File: src/rtl/mc_control_fsm_pkg.sv
`default_nettype none
// ------------------------------------------------------------------
// mc_control_fsm_pkg : shared states, ALU/Op/condition encodings
// rev 1.0
// ------------------------------------------------------------------
package mc_control_fsm_pkg;

  typedef enum logic [3:0] {
    S_FETCH  = 4'd0,
    S_DECODE = 4'd1,
    S_MEMADR = 4'd2,
    S_MEMRD  = 4'd3,
    S_MEMWB  = 4'd4,
    S_MEMWR  = 4'd5,
    S_EXECR  = 4'd6,
    S_EXECI  = 4'd7,
    S_ALUWB  = 4'd8,
    S_BRANCH = 4'd9
  } state_t;

  localparam logic [1:0] ALU_ADD = 2'b00;
  localparam logic [1:0] ALU_SUB = 2'b01;
  localparam logic [1:0] ALU_AND = 2'b10;
  localparam logic [1:0] ALU_ORR = 2'b11;

  localparam logic [1:0] OP_DP  = 2'b00;
  localparam logic [1:0] OP_MEM = 2'b01;
  localparam logic [1:0] OP_BR  = 2'b10;
  localparam logic [1:0] OP_RSV = 2'b11;

  localparam logic [3:0] CMD_AND = 4'b0000;
  localparam logic [3:0] CMD_SUB = 4'b0010;
  localparam logic [3:0] CMD_ADD = 4'b0100;
  localparam logic [3:0] CMD_ORR = 4'b1100;

  localparam logic [3:0] COND_EQ = 4'h0;
  localparam logic [3:0] COND_NE = 4'h1;
  localparam logic [3:0] COND_CS = 4'h2;
  localparam logic [3:0] COND_CC = 4'h3;
  localparam logic [3:0] COND_MI = 4'h4;
  localparam logic [3:0] COND_PL = 4'h5;
  localparam logic [3:0] COND_VS = 4'h6;
  localparam logic [3:0] COND_VC = 4'h7;
  localparam logic [3:0] COND_HI = 4'h8;
  localparam logic [3:0] COND_LS = 4'h9;
  localparam logic [3:0] COND_GE = 4'hA;
  localparam logic [3:0] COND_LT = 4'hB;
  localparam logic [3:0] COND_GT = 4'hC;
  localparam logic [3:0] COND_LE = 4'hD;
  localparam logic [3:0] COND_AL = 4'hE;
  localparam logic [3:0] COND_NV = 4'hF;

  // Data-processing cmd field to ALU operation; unsupported commands add.
  function automatic logic [1:0] alu_decode(input logic [3:0] cmd);
    logic [1:0] op;
    case (cmd)
      CMD_ADD: op = ALU_ADD;
      CMD_SUB: op = ALU_SUB;
      CMD_AND: op = ALU_AND;
      CMD_ORR: op = ALU_ORR;
      default: op = ALU_ADD;
    endcase
    return op;
  endfunction

endpackage
`default_nettype wire

File: src/rtl/mc_control_fsm_cond_check.sv
`default_nettype none
// ------------------------------------------------------------------
// cond_check : ARM condition-code evaluation against {N,Z,C,V}
// rev 1.0
// ------------------------------------------------------------------
module cond_check
  import mc_control_fsm_pkg::*;
(
  input  logic [3:0] Cond,
  input  logic [3:0] flags,
  output logic       CondEx
);

  logic n, z, c, v;
  assign {n, z, c, v} = flags;

  always_comb begin
    CondEx = 1'b0;
    case (Cond)
      COND_EQ: CondEx = z;
      COND_NE: CondEx = ~z;
      COND_CS: CondEx = c;
      COND_CC: CondEx = ~c;
      COND_MI: CondEx = n;
      COND_PL: CondEx = ~n;
      COND_VS: CondEx = v;
      COND_VC: CondEx = ~v;
      COND_HI: CondEx = c & ~z;
      COND_LS: CondEx = ~c | z;
      COND_GE: CondEx = (n == v);
      COND_LT: CondEx = (n != v);
      COND_GT: CondEx = ~z & (n == v);
      COND_LE: CondEx = z | (n != v);
      COND_AL: CondEx = 1'b1;
      default: CondEx = 1'b0;
    endcase
  end

endmodule
`default_nettype wire

File: src/rtl/mc_control_fsm.sv
`default_nettype none
// ------------------------------------------------------------------
// mc_control_fsm : multicycle ARM-subset control unit (Moore FSM)
// rev 1.0
// ------------------------------------------------------------------
module mc_control_fsm
  import mc_control_fsm_pkg::*;
(
  input  logic        clk,
  input  logic        reset_n,
  input  logic [31:0] Instr,
  input  logic [3:0]  ALUFlags,
  output logic        PCWrite,
  output logic        IRWrite,
  output logic        RegWrite,
  output logic        MemWrite,
  output logic        AdrSrc,
  output logic        ALUSrcA,
  output logic [1:0]  ALUSrcB,
  output logic [1:0]  ResultSrc,
  output logic [1:0]  ImmSrc,
  output logic [1:0]  RegSrc,
  output logic [1:0]  ALUControl,
  output logic [3:0]  state_o
);

  state_t     state;
  state_t     state_next;
  logic [3:0] flags;
  logic       cond_q;
  logic       cond_ex;

  logic [3:0] cond;
  logic [1:0] op;
  logic [5:0] funct;
  logic [3:0] rd;
  logic       rd_is_pc;
  logic [1:0] exec_alu;
  logic       in_exec;
  logic       flag_we;
  logic       flag_we_cv;
  logic       unused_instr;

  logic pc_w, ir_w, reg_w, mem_w;

  assign cond     = Instr[31:28];
  assign op       = Instr[27:26];
  assign funct    = Instr[25:20];
  assign rd       = Instr[15:12];
  assign rd_is_pc = (rd == 4'hF);
  assign exec_alu = alu_decode(funct[4:1]);

  assign unused_instr = ^{Instr[19:16], Instr[11:0]};

  cond_check u_cond_check (
    .Cond   (cond),
    .flags  (flags),
    .CondEx (cond_ex)
  );

  // Only S-suffixed, condition-passing data-processing ops update flags;
  // C/V are left alone by logical operations.
  assign in_exec    = (state == S_EXECR) || (state == S_EXECI);
  assign flag_we    = in_exec && funct[0] && cond_q;
  assign flag_we_cv = flag_we && ((exec_alu == ALU_ADD) || (exec_alu == ALU_SUB));

  always_ff @(posedge clk) begin
    if (!reset_n) begin
      state  <= S_FETCH;
      flags  <= 4'b0000;
      cond_q <= 1'b0;
    end else begin
      state <= state_next;
      if (state == S_DECODE) begin
        cond_q <= cond_ex;
      end
      if (flag_we) begin
        flags[3:2] <= ALUFlags[3:2];
      end
      if (flag_we_cv) begin
        flags[1:0] <= ALUFlags[1:0];
      end
    end
  end

  always_comb begin
    state_next = S_FETCH;
    case (state)
      S_FETCH:  state_next = S_DECODE;
      S_DECODE: begin
        case (op)
          OP_DP:   state_next = funct[5] ? S_EXECI : S_EXECR;
          OP_MEM:  state_next = S_MEMADR;
          OP_BR:   state_next = S_BRANCH;
          default: state_next = S_FETCH;
        endcase
      end
      S_MEMADR: state_next = funct[0] ? S_MEMRD : S_MEMWR;
      S_MEMRD:  state_next = S_MEMWB;
      S_EXECR:  state_next = S_ALUWB;
      S_EXECI:  state_next = S_ALUWB;
      S_MEMWB:  state_next = S_FETCH;
      S_MEMWR:  state_next = S_FETCH;
      S_ALUWB:  state_next = S_FETCH;
      S_BRANCH: state_next = S_FETCH;
      default:  state_next = S_FETCH;
    endcase
  end

  always_comb begin
    pc_w       = 1'b0;
    ir_w       = 1'b0;
    reg_w      = 1'b0;
    mem_w      = 1'b0;
    AdrSrc     = 1'b0;
    ALUSrcA    = 1'b0;
    ALUSrcB    = 2'b00;
    ResultSrc  = 2'b00;
    ALUControl = ALU_ADD;
    case (state)
      S_FETCH: begin
        ir_w      = 1'b1;
        pc_w      = 1'b1;
        ALUSrcA   = 1'b1;
        ALUSrcB   = 2'b10;
        ResultSrc = 2'b10;
      end
      S_DECODE: begin
        ALUSrcA   = 1'b1;
        ALUSrcB   = 2'b10;
        ResultSrc = 2'b10;
      end
      S_MEMADR: ALUSrcB = 2'b01;
      S_MEMRD:  AdrSrc  = 1'b1;
      S_MEMWB: begin
        ResultSrc = 2'b01;
        reg_w     = cond_q;
        pc_w      = cond_q & rd_is_pc;
      end
      S_MEMWR: begin
        AdrSrc = 1'b1;
        mem_w  = cond_q;
      end
      S_EXECR:  ALUControl = exec_alu;
      S_EXECI: begin
        ALUSrcB    = 2'b01;
        ALUControl = exec_alu;
      end
      S_ALUWB: begin
        reg_w = cond_q;
        pc_w  = cond_q & rd_is_pc;
      end
      S_BRANCH: begin
        ALUSrcB   = 2'b01;
        ResultSrc = 2'b10;
        pc_w      = cond_q;
      end
      default: ;
    endcase
  end

  // Write enables are killed during reset independently of state.
  assign PCWrite  = pc_w  & reset_n;
  assign IRWrite  = ir_w  & reset_n;
  assign RegWrite = reg_w & reset_n;
  assign MemWrite = mem_w & reset_n;

  assign ImmSrc = op;

  always_comb begin
    RegSrc = 2'b00;
    if (op == OP_BR) begin
      RegSrc = 2'b01;
    end else if ((op == OP_MEM) && !funct[0]) begin
      RegSrc = 2'b10;
    end
  end

  assign state_o = state;

endmodule
`default_nettype wire

File: config.mk
export PLATFORM = sky130hd
export DESIGN_NAME = mc_control_fsm
export DESIGN_NICKNAME = d
export VERILOG_FILES = /design/src/rtl/mc_control_fsm_pkg.sv /design/src/rtl/mc_control_fsm_cond_check.sv /design/src/rtl/mc_control_fsm.sv
export SDC_FILE = /design/constraint.sdc
export NUM_CORES = 1
export LEC_CHECK = 0
export ABC_AREA = 1
export BUFFER_PORTS_ARGS = -buffer_cell sky130_fd_sc_hd__buf_4
export CAP_MARGIN = 20
export CELL_PAD_IN_SITES_DETAIL_PLACEMENT = 1
export CELL_PAD_IN_SITES_GLOBAL_PLACEMENT = 1
export CORE_ASPECT_RATIO = 0.7
export CORE_MARGIN = 5
export CORE_UTILIZATION = 25
export DETAILED_ROUTE_END_ITERATION = 7
export GPL_TIMING_DRIVEN = 0
export PLACE_DENSITY = 0.79
export REMOVE_ABC_BUFFERS = 1
export SYNTH_ARGS = -nofsm -noshare
export SYNTH_HDL_FRONTEND = slang
export SYNTH_SLANG_ARGS = --single-unit
File: constraint.sdc
create_clock -name clk -period 1.2 [get_ports clk]
set_input_delay 0.18 -clock clk [delete_from_list [all_inputs] [get_ports clk]]
set_output_delay 0.18 -clock clk [all_outputs]
set_load 0.02 [all_outputs]
==> summary.txt, run 1 <==
Clock tree
  • Clock sink total: 9
  • Clock buffers created by TritonCTS: 3
  • CTS clk-pin slew, worst paths: about 0.050 ns
  • Clock tree from TritonCTS: built
  • Count of hold buffers inserted by post-cts repair: 0
  • Clock Tree Buf Depth: 2
  • Buffer type at the clock tree root: sky130_fd_sc_hd__clkbuf_8
  • Number of levels the H-tree was split into: 1
  • Clock latency of the later-clocked register in the worst-skew pair: 0.24 ns

Synthesis
  • Most instantiated cells after synthesis: 39 x sky130_fd_sc_hd__nand2_1, 25 x sky130_fd_sc_hd__nor2_1, 16 x sky130_fd_sc_hd__nand3_1
  • Yosys top cell area share: 0.218
  • Area contributors post-synth: sky130_fd_sc_hd__dfxtp_1 22%, sky130_fd_sc_hd__nand2_1 18%, sky130_fd_sc_hd__nor2_1 11%
  • Post-synth cell types: 28
  • Cell count after synthesis: around 150
  • Fraction of synthesis flops using an asynchronous set or reset pin: 0
  • Yosys reg bits: 9
  • Number of flops mapped to enable cells by yosys: 0
  • Post-synth top area cell: sky130_fd_sc_hd__dfxtp_1
  • Primary flip-flop cell chosen by synthesis mapping: sky130_fd_sc_hd__dfxtp_1
  • Fraction of the yosys area taken by sequential cells: 0.218
  • Top-count cell post-synth: sky130_fd_sc_hd__nand2_1
  • Avg Inst Size Synth: 5.66 µm²
  • Cell area after synthesis: around 830 µm²
  • Yosys synthesis warning count: 0

Floorplan
  • Row count: 17
  • DIE AREA: approximately 4600 µm²
  • Die Span X: just under 80 µm
  • Initial Utilization: 0.261
  • Floorplan die height: a little under 60 µm
  • Ports: 58
  • Core footprint: between 3000 and 4000 µm²

STA
  • Final hold violation count: 0
  • Worst-case clock skew: ~0.0034 ns
  • Final setup violating endpoints: 21
  • Worst setup slack after layout: -0.360 ns
  • Shortest clock period the worst path allows after layout: about 1.6 ns
  • Share of the cycle needed by the critical path after routing: 1.30
  • Transition time at the pin with the least slew margin: about 0.28 ns
  • Maximum frequency from static timing analysis: roughly 0.64 GHz
  • Slew headroom: 0.811
  • Final-layout worst hold slack: between 0.15 and 0.2 ns
  • Sum of negative setup slack: -4.58 ns
  • Unrepaired setup endpoints after global routing: true
  • Number of pins with negative max-slew slack in the final report: 0

Detailed routing
  • DRC violations left: 0
  • Via Count: roughly 1300
  • Number of nets with antenna violations after detailed routing: 0
  • Met3 routed WL: between 200 and 300 µm
  • Routed WL: 4680 µm
  • Initial drt markers: 45
  • First-pass iteration count of the detailed router: 4
  • Sum of routed wire segments on met1: between 1500 and 2000 µm
  • Highest metal layer with signal wires: met4
  • Ratio of routed vias to standard cells: roughly 5.2
  • Routed wl met2: 2400 µm
  • Routed length per instance: between 15 and 20 µm

Worst setup path
  • Worst setup path category: reg2out
  • Launching point of the worst reg2reg path: state_o[3]
  • Critical Path RT: approximately 1.0 ns
  • Crit start category: register
  • Crit path capture type: output port
  • Critical-path maximum fanout: 3
  • Worst path arrival time: approximately 1.4 ns
  • Launching element of the worst setup path: state_o[3]

Layout
  • Non-Filler Cell Area, Final: about 1600 µm²
  • Final design utilization: 0.517
  • Area growth from synthesis to final layout: 98.2%
  • Fraction of layout instances using a drive strength above 1: 0.548
  • Number of nets in the finished design: 247
  • Ant. Diodes: 0

Placed design
  • Area after detailed placement: about 1200 µm²
  • Setup Slack @ Placement: -0.184 ns
  • Post-DP HPWL: 2510 µm
  • Routability-driven placement congestion ratio: 0.792
  • Port bufs: 41

Power and ir drop
  • Worst supply voltage drop on vdd: approximately 0.00043 V
  • P per Cell Area: between 700 and 800 nW/µm²
  • Leakage: slightly below 0.8 nW

Job
  • Max-cap violations: 0

Global routing
  • Overflow left after global routing: 0
  • Via count of the first global-routing pass: between 1000 and 1500
  • Global-route wire length before repair: about 5700 µm
  • Number of antenna violations at the first check in global routing: 0
  • Maximum number of pins on one net before global-route repair: 11
  • Total track usage: 0.157

Worst hold path
  • Source of the worst hold timing path: Instr[26]
  • Path type of the worst min-delay path: in2reg

Status
  • Result of the run: finished, violations left
  • Failing checks: negative setup slack
power breakdown:
group | leakage, nW | internal, mW | switching, mW
Sequential | 0.0763 | 0.310 | 0.0253
Combinational | 0.685 | 0.247 | 0.310
Clock | 0.0228 | 0.234 | 0.144
Total | 0.784 | 0.790 | 0.479
logic make-up after synthesis:
group | after synthesis | synth area share
simple gates | 93 | 0.517
buf+inv | 26 | 0.138
compound gates | 18 | 0.127
flops | 9 | 0.218
stage by stage:
step | power [mW] | cells
floorplan | 0.517 | 142
finish | 1.27 | 246
global placement | 0.686 | 221
detailed placement | 0.696 | 221
global route | 1.31 | 246
CTS | 1.10 | 237
final cells by class:
type	instances	area, µm²
multi-input cells	111	716
fillers	395	1530
flip-flops and latches	9	196
inverters	22	92.6
clock buffers	4	45.0
well taps	38	47.5
repair buffers	62	542
critical path, cell delays in order, from the launching register on:
cell	delay (ns)
sky130_fd_sc_hd__dfxtp_4	0.36
sky130_fd_sc_hd__inv_4	0.08
sky130_fd_sc_hd__nand2_4	0.06
sky130_fd_sc_hd__inv_4	0.08
sky130_fd_sc_hd__nor2_2	0.04
sky130_fd_sc_hd__nor3_2	0.14
sky130_fd_sc_hd__nand3_1	0.10
sky130_fd_sc_hd__o211ai_1	0.10
sky130_fd_sc_hd__buf_4	0.17
placed cells by master (no fill, tap or decap), types with 2 or more instances in the layout:
master                     count
sky130_fd_sc_hd__nand3_4       2
sky130_fd_sc_hd__nand2_1      32
sky130_fd_sc_hd__nor2_1       17
sky130_fd_sc_hd__nor2_4        7
sky130_fd_sc_hd__nand2_2       5
sky130_fd_sc_hd__nor2_2        3
sky130_fd_sc_hd__o211ai_1      2
sky130_fd_sc_hd__buf_4        44
sky130_fd_sc_hd__o21ai_2       2
sky130_fd_sc_hd__inv_2         5
sky130_fd_sc_hd__dfxtp_1       4
sky130_fd_sc_hd__a21oi_2       5
sky130_fd_sc_hd__buf_6        17
sky130_fd_sc_hd__nor3_1        2
sky130_fd_sc_hd__dfxtp_4       4
sky130_fd_sc_hd__clkbuf_8      3
sky130_fd_sc_hd__clkinv_1      2
sky130_fd_sc_hd__o21ai_4       2
sky130_fd_sc_hd__inv_1        11
sky130_fd_sc_hd__a21oi_1       3
sky130_fd_sc_hd__nand2_4       3
sky130_fd_sc_hd__inv_4         4
sky130_fd_sc_hd__nand3_1      13
sky130_fd_sc_hd__nand3_2       2
state kept, by name, indices dropped and copies added (netlist names):
name and cells:
flags 4, state_o 4, cond_q 1
repair_timing:
action                     4_1_cts  5_1_grt
buffers inserted                12        9
pin swaps                        5        9
setup endpoints to repair       16       20
gates resized for setup         28       50
gates cloned                     0        0
path summary, 6_finish.rpt:
check / endpoint / slack (ns) / cells after the start
min: state_o[3] / 0.17 / 2
max reg2reg: state_o[2] / -0.35 / 9
min reg2reg: cond_q / 0.55 / 2
max: PCWrite / -0.36 / 8
layer usage:
metal,global-route usage,vias to the layer above
met2,0.306,58
met5,0,-
met1,0.176,611
met4,0.0349,0
li1,-,596
met3,0.0311,22
Note: power is estimated with default switching activity, not from simulation.
==> run 2: changes to the inputs <==
- REMOVE_ABC_BUFFERS: 1 -> default
==> run 2 against run 1 <==
Compared with the run above:
- the run still ends with negative setup slack left
- non-clock buffer count is 2 lower
- critical path depth is 1 lower
- final cell count is 0.81% lower
- utilization is 0.55 points lower
- via count is 5.5% lower
- wire length is 18% lower
- first-iteration DRC count is 8.9% higher
- worst hold slack better by 0.012 ns
- sequential power hardly changed
- critical path type unchanged
- largest cell class unchanged
==> summary.txt, run 2 (synthesized netlist as in run 1, its figures left out) <==
Status
  • Result of the run: finished, violations left (unchanged)
  • Failing checks: negative setup slack (unchanged)

Global routing
  • Via count of the first global-routing pass: 1245 (was 1244)
  • Global-route wire length before repair: 6040 µm (was 5710 µm)
  • Number of antenna violations at the first check in global routing: 0 (unchanged)
  • Maximum number of pins on one net before global-route repair: 11 (unchanged)
  • Total track usage: 0.167 (was 0.157)
  • Overflow left after global routing: 0 (unchanged)

Worst hold path
  • Path type of the worst min-delay path: in2reg (unchanged)

Placed design
  • Routability-driven placement congestion ratio: 0.807 (was 0.792)
  • Setup Slack @ Placement: -0.172 ns (was -0.184 ns)
  • Port bufs: 40 (was 41)
  • Area after detailed placement: 1220 µm² (was 1150 µm²)
  • Dpl cells: 224 (was 221)
  • Post-DP HPWL: 2680 µm (was 2510 µm)

Detailed routing
  • Via Count: 1216 (was 1287)
  • First-pass iteration count of the detailed router: 4 (unchanged)
  • Number of nets with antenna violations after detailed routing: 0 (unchanged)
  • Initial drt markers: 49 (was 45)
  • DRC violations left: 0 (unchanged)
  • Routed WL: 3860 µm (was 4680 µm)
  • Routed length per instance: 15.8 µm (was 19.0 µm)
  • Ratio of routed vias to standard cells: 4.98 (was 5.23)

STA
  • Shortest clock period the worst path allows after layout: 1.53 ns (was 1.56 ns)
  • Maximum frequency from static timing analysis: 0.652 GHz (was 0.641 GHz)
  • Share of the cycle needed by the critical path after routing: 1.28 (was 1.30)
  • Worst-case clock skew: 0.00161 ns (was 0.00337 ns)
  • Final setup violating endpoints: 21 (unchanged)
  • Number of pins with negative max-slew slack in the final report: 0 (unchanged)
  • Final hold violation count: 0 (unchanged)
  • Worst setup slack after layout: -0.335 ns (was -0.360 ns)
  • Transition time at the pin with the least slew margin: 0.278 ns (was 0.283 ns)
  • Final-layout worst hold slack: 0.186 ns (was 0.173 ns)
  • Slew headroom: 0.814 (was 0.811)
  • Unrepaired setup endpoints after global routing: true (unchanged)

Layout
  • Ant. Diodes: 0 (unchanged)
  • Non-filler cells in the finished layout: 244 (was 246)
  • Number of nets in the finished design: 245 (was 247)
  • Fraction of layout instances using a drive strength above 1: 0.544 (was 0.548)
  • Leading cell type in the layout, fill and taps excluded: sky130_fd_sc_hd__buf_4 (unchanged)
  • Non-Filler Cell Area, Final: 1620 µm² (was 1640 µm²)
  • Leading cell types in the layout, fill and taps excluded: 43 x sky130_fd_sc_hd__buf_4, 33 x sky130_fd_sc_hd__nand2_1, 19 x sky130_fd_sc_hd__nor2_1 (was 44 x sky130_fd_sc_hd__buf_4, 32 x sky130_fd_sc_hd__nand2_1, 17 x sky130_fd_sc_hd__nor2_1, 17 x sky130_fd_sc_hd__buf_6, 13 x sky130_fd_sc_hd__nand3_1)
  • Number of filler instances in the final layout: 410 (was 395)
  • Area growth from synthesis to final layout: 96.1% (was 98.2%)
  • Final design utilization: 0.512 (was 0.517)

Floorplan
  • DIE AREA: 4580 µm² (unchanged)
  • Die Span X: 78.7 µm (unchanged)
  • Core footprint: 3170 µm² (unchanged)
  • Ports: 58 (unchanged)
  • Initial Utilization: 0.261 (unchanged)
  • Floorplan die height: 58.1 µm (unchanged)
  • Row count: 17 (unchanged)

Job
  • Max-cap violations: 0 (unchanged)

Worst setup path
  • Crit path capture type: output port (unchanged)
  • Worst path arrival time: 1.35 ns (was 1.38 ns)
  • Critical-path maximum fanout: 2 (was 3)
  • Crit start category: register (unchanged)
  • Critical Path RT: 1.02 ns (about the same)
  • Worst setup path category: reg2out (unchanged)

Power and ir drop
  • Worst supply voltage drop on vdd: 0.000366 V (was 0.000430 V)
  • P per Cell Area: 764 nW/µm² (was 774 nW/µm²)
  • Leakage: 0.780 nW (was 0.784 nW)

Clock tree
  • Clock buffers created by TritonCTS: 3 (unchanged)
  • Number of levels the H-tree was split into: 1 (unchanged)
  • Buffer type at the clock tree root: sky130_fd_sc_hd__clkbuf_8 (unchanged)
  • Clock Tree Buf Depth: 2 (unchanged)
  • Clock tree from TritonCTS: built (unchanged)
  • CTS clk-pin slew, worst paths: 0.05 ns (about the same)
  • Clock latency of the later-clocked register in the worst-skew pair: 0.24 ns (about the same)
  • Count of hold buffers inserted by post-cts repair: 0 (unchanged)
  • Clock sink total: 9 (unchanged)

Synthesis
  • Nets in the synthesized netlist: between 150 and 200
## run 2: power by group
group          leakage, nW  switching (mW)  internal [mW]
Combinational        0.681           0.297          0.239
Clock               0.0228           0.136          0.233
Sequential          0.0771          0.0230          0.311
## run 2: layout make-up
class | count | area, µm² | area share
clock buffers | 4 | 45.0 | 0.0278
multi-input cells | 111 | 726 | 0.448
plain buffers | 3 | 20.0 | 0.0123
flip-flops and latches | 9 | 196 | 0.121
inverters | 22 | 90.1 | 0.0556
repair buffers | 57 | 497 | 0.306
well taps | 38 | 47.5 | 0.0293
## run 2: metrics by stage
| stage | TNS, ns | power, mW |
|---|---|---|
| global placement | -0.156 | 0.709 |
| finish | -3.94 | 1.24 |
| detailed placement | -0.245 | 0.721 |
| floorplan | -0.249 | 0.549 |
| CTS | -3.04 | 1.18 |
| global route | -5.18 | 1.31 |
## run 2: worst max-delay path, cell delays in order, from the launching register on
cell and delay, ns:
sky130_fd_sc_hd__dfxtp_4 0.36, sky130_fd_sc_hd__buf_12 0.12, sky130_fd_sc_hd__nor2_4 0.13, sky130_fd_sc_hd__inv_2 0.07, sky130_fd_sc_hd__nor2_2 0.10, sky130_fd_sc_hd__nand2_2 0.06, sky130_fd_sc_hd__o211ai_1 0.10, sky130_fd_sc_hd__buf_4 0.17
## run 2: repair_timing
action,4_1_cts,5_1_grt
pin swaps,10,7
endpoints found under the setup margin,13,21
setup buffers,13,6
resized for setup,37,25
## run 2: path summary, 6_finish.rpt
check	from	endpoint	slack, ns	depth (start not counted)
setup / recovery	state_o[3]	PCWrite	-0.33	7
hold / removal	Instr[26]	state_o[3]	0.19	2
setup reg to reg	state_o[3]	flags[0]	-0.21	11
hold reg to reg	flags[1]	flags[1]	0.54	2
## run 2: per-layer routing
metal	GRT usage	part of all wire
met2	0.297	0.51
met3	0.0342	0.033
met5	0	0
met1	0.206	0.44
met4	0.0449	0.022
==> run 3: changes to the inputs <==
==> constraint.sdc (replaced) <==
create_clock -name clk -period 1.2 [get_ports clk]
set_input_delay 0.24 -clock clk [delete_from_list [all_inputs] [get_ports clk]]
set_output_delay 0.24 -clock clk [all_outputs]
set_load 0.02 [all_outputs]
==> run 3 against run 2 <==
Compared with the run above:
- the flow still finishes with violations (negative setup slack)
- sequential power about the same
- cell area increased by 1.5%
- highest routed layer unchanged
- largest cell class unchanged
- final cell count rose by 1.2%
- critical path type unchanged
==> summary.txt, run 3 (synthesized netlist as in run 1, its figures left out) <==
Placed design
  • Post-DP HPWL: 2530 µm (was 2680 µm)
  • Port bufs: 40 (unchanged)
  • Routability-driven placement congestion ratio: 0.812 (was 0.807)

STA
  • Maximum frequency from static timing analysis: 0.601 GHz (was 0.652 GHz)
  • Worst-case clock skew: 0.00385 ns (was 0.00161 ns)
  • Worst setup slack after layout: -0.465 ns (was -0.335 ns)
  • Number of pins with negative max-slew slack in the final report: 0 (unchanged)
  • Transition time at the pin with the least slew margin: 0.309 ns (was 0.278 ns)
  • Final setup violating endpoints: 20 (was 21)
  • Final hold violation count: 0 (unchanged)
  • Share of the cycle needed by the critical path after routing: 1.39 (was 1.28)
  • Slew headroom: 0.793 (was 0.814)
  • Shortest clock period the worst path allows after layout: 1.66 ns (was 1.53 ns)
  • Unrepaired setup endpoints after global routing: true (unchanged)
  • Sum of negative setup slack: -5.36 ns (was -3.94 ns)

Power and ir drop
  • Leakage: 0.798 nW (was 0.780 nW)
  • P per Cell Area: 783 nW/µm² (was 764 nW/µm²)
  • Worst supply voltage drop on vdd: 0.000382 V (was 0.000366 V)

Clock tree
  • Clock tree from TritonCTS: built (unchanged)
  • Number of levels the H-tree was split into: 1 (unchanged)
  • Clock latency of the later-clocked register in the worst-skew pair: 0.24 ns (about the same)
  • Clock sink total: 9 (unchanged)
  • Clock buffers created by TritonCTS: 3 (unchanged)
  • Buffer type at the clock tree root: sky130_fd_sc_hd__clkbuf_8 (unchanged)
  • Clock Tree Buf Depth: 2 (unchanged)
  • Count of hold buffers inserted by post-cts repair: 0 (unchanged)
  • CTS clk-pin slew, worst paths: 0.05 ns (about the same)

Global routing
  • Global-route wire length before repair: 5820 µm (was 6040 µm)
  • Number of antenna violations at the first check in global routing: 0 (unchanged)
  • Overflow left after global routing: 0 (unchanged)
  • Via count of the first global-routing pass: 1194 (was 1245)
  • Total track usage: 0.163 (was 0.167)
  • Maximum number of pins on one net before global-route repair: 11 (unchanged)

Worst setup path
  • Critical Path RT: 0.96 ns (was 1.02 ns)
  • Crit start category: register (unchanged)
  • Worst setup path category: reg2out (unchanged)
  • Reg-to-reg endpoint: flags[1] (was flags[0])
  • Worst path arrival time: 1.42 ns (was 1.35 ns)
  • Depth of the worst register-to-register path: 11 (unchanged)
  • Launching point of the worst reg2reg path: state_o[3] (unchanged)
  • Crit path capture type: output port (unchanged)
  • Register-to-register path setup slack: -0.32 ns (was -0.21 ns)
  • Critical-path maximum fanout: 5 (was 2)

Worst hold path
  • Destination of the worst hold path: state_o[3] (unchanged)
  • Path type of the worst min-delay path: in2reg (unchanged)
  • Cell depth of the worst min-delay path: 2 (unchanged)
  • Source of the worst hold timing path: Instr[26] (unchanged)

Detailed routing
  • Ratio of routed vias to standard cells: 5.30 (was 4.98)
  • Initial drt markers: 90 (was 49)
  • First-pass iteration count of the detailed router: 4 (unchanged)
  • Routed WL: 4980 µm (was 3860 µm)
  • Number of nets with antenna violations after detailed routing: 0 (unchanged)
  • Routed length per instance: 20.2 µm (was 15.8 µm)
  • Via Count: 1310 (was 1216)
  • DRC violations left: 0 (unchanged)

Floorplan
  • Row count: 17 (unchanged)
  • Die Span X: 78.7 µm (unchanged)
  • Floorplan die height: 58.1 µm (unchanged)
  • Core footprint: 3170 µm² (unchanged)
  • Initial Utilization: 0.261 (unchanged)
  • DIE AREA: 4580 µm² (unchanged)
  • Ports: 58 (unchanged)

Layout
  • Leading cell type in the layout, fill and taps excluded: sky130_fd_sc_hd__buf_4 (unchanged)
  • Area growth from synthesis to final layout: 98.9% (was 96.1%)
  • Leading cell types in the layout, fill and taps excluded: 45 x sky130_fd_sc_hd__buf_4, 33 x sky130_fd_sc_hd__nand2_1, 16 x sky130_fd_sc_hd__nor2_1 (was 43 x sky130_fd_sc_hd__buf_4, 33 x sky130_fd_sc_hd__nand2_1, 19 x sky130_fd_sc_hd__nor2_1)
  • Ant. Diodes: 0 (unchanged)
  • Number of nets in the finished design: 248 (was 245)
  • Final design utilization: 0.519 (was 0.512)
  • Fraction of layout instances using a drive strength above 1: 0.522 (was 0.544)

Status
  • Result of the run: finished, violations left (unchanged)
  • Failing checks: negative setup slack (unchanged)

Job
  • Max-cap violations: 0 (unchanged)

Synthesis
  • Nets in the synthesized netlist: 184 (unchanged)
run 3: cell type report:
class / instances / area [µm²]
fill: 407 / 1520
tap: 38 / 47.5
clock buffer: 3 / 41.3
timing repair buffer: 60 / 536
inverter: 22 / 90.1
buffer: 3 / 20.0
multi-input combinational: 111 / 709
clock inverter: 1 / 5.00
sequential: 9 / 196
run 3: power breakdown:
group	switching, mW	total (mW)	leakage, nW	internal (mW)
clock	0.131	0.358	0.0255	0.227
sequential	0.0239	0.334	0.0763	0.310
combinational	0.336	0.596	0.697	0.259
total	0.491	1.29	0.798	0.797
run 3: worst max-delay path by stage:
stage | endpoint | startpoint | depth (start not counted) | slack (ns)
finish | PCWrite | state_o[1] | 6 | -0.46
global route | ALUSrcB[0] | state_o[3] | 7 | -0.50
CTS | PCWrite | state_o[3] | 7 | -0.37
detailed placement | PCWrite | reset_n | 6 | -0.24
global placement | PCWrite | reset_n | 6 | -0.21
floorplan | PCWrite | state_o[3] | 7 | -0.28
run 3: timing repair:
item / 4_1_cts / 5_1_grt
gates cloned: 0 / 0
setup endpoints to repair: 13 / 20
buffers inserted: 13 / 8
resized for setup: 23 / 30
pin swaps: 11 / 11
run 3: worst max-delay path, cell delays in order (launching register included):
cell	delay [ns]
sky130_fd_sc_hd__dfxtp_4	0.37
sky130_fd_sc_hd__inv_1	0.07
sky130_fd_sc_hd__nand2_1	0.06
sky130_fd_sc_hd__inv_2	0.13
sky130_fd_sc_hd__nand2_1	0.13
sky130_fd_sc_hd__o211ai_1	0.23
sky130_fd_sc_hd__buf_4	0.18
run 3: metrics by stage:
stage	std cells	power, mW	instance area [µm²]	hold slack [ns]	setup WS, ns
after floorplan	146	0.551	882	0.344	-0.278
final	247	1.29	1650	0.241	-0.465
after CTS	240	1.17	1460	0.239	-0.375
after detailed placement	224	0.724	1230	0.481	-0.238
after global placement	224	0.713	1230	0.478	-0.210
after global routing	247	1.34	1650	0.250	-0.501
run 3: layer usage:
| layer | global-route usage | up-vias | part of all wire |
|---|---|---|---|
| li1 | - | 592 | - |
| met1 | 0.182 | 628 | 0.39 |
| met2 | 0.307 | 61 | 0.49 |
| met3 | 0.0357 | 29 | 0.058 |
| met4 | 0.0599 | 0 | 0.064 |
| met5 | 0 | - | 0 |
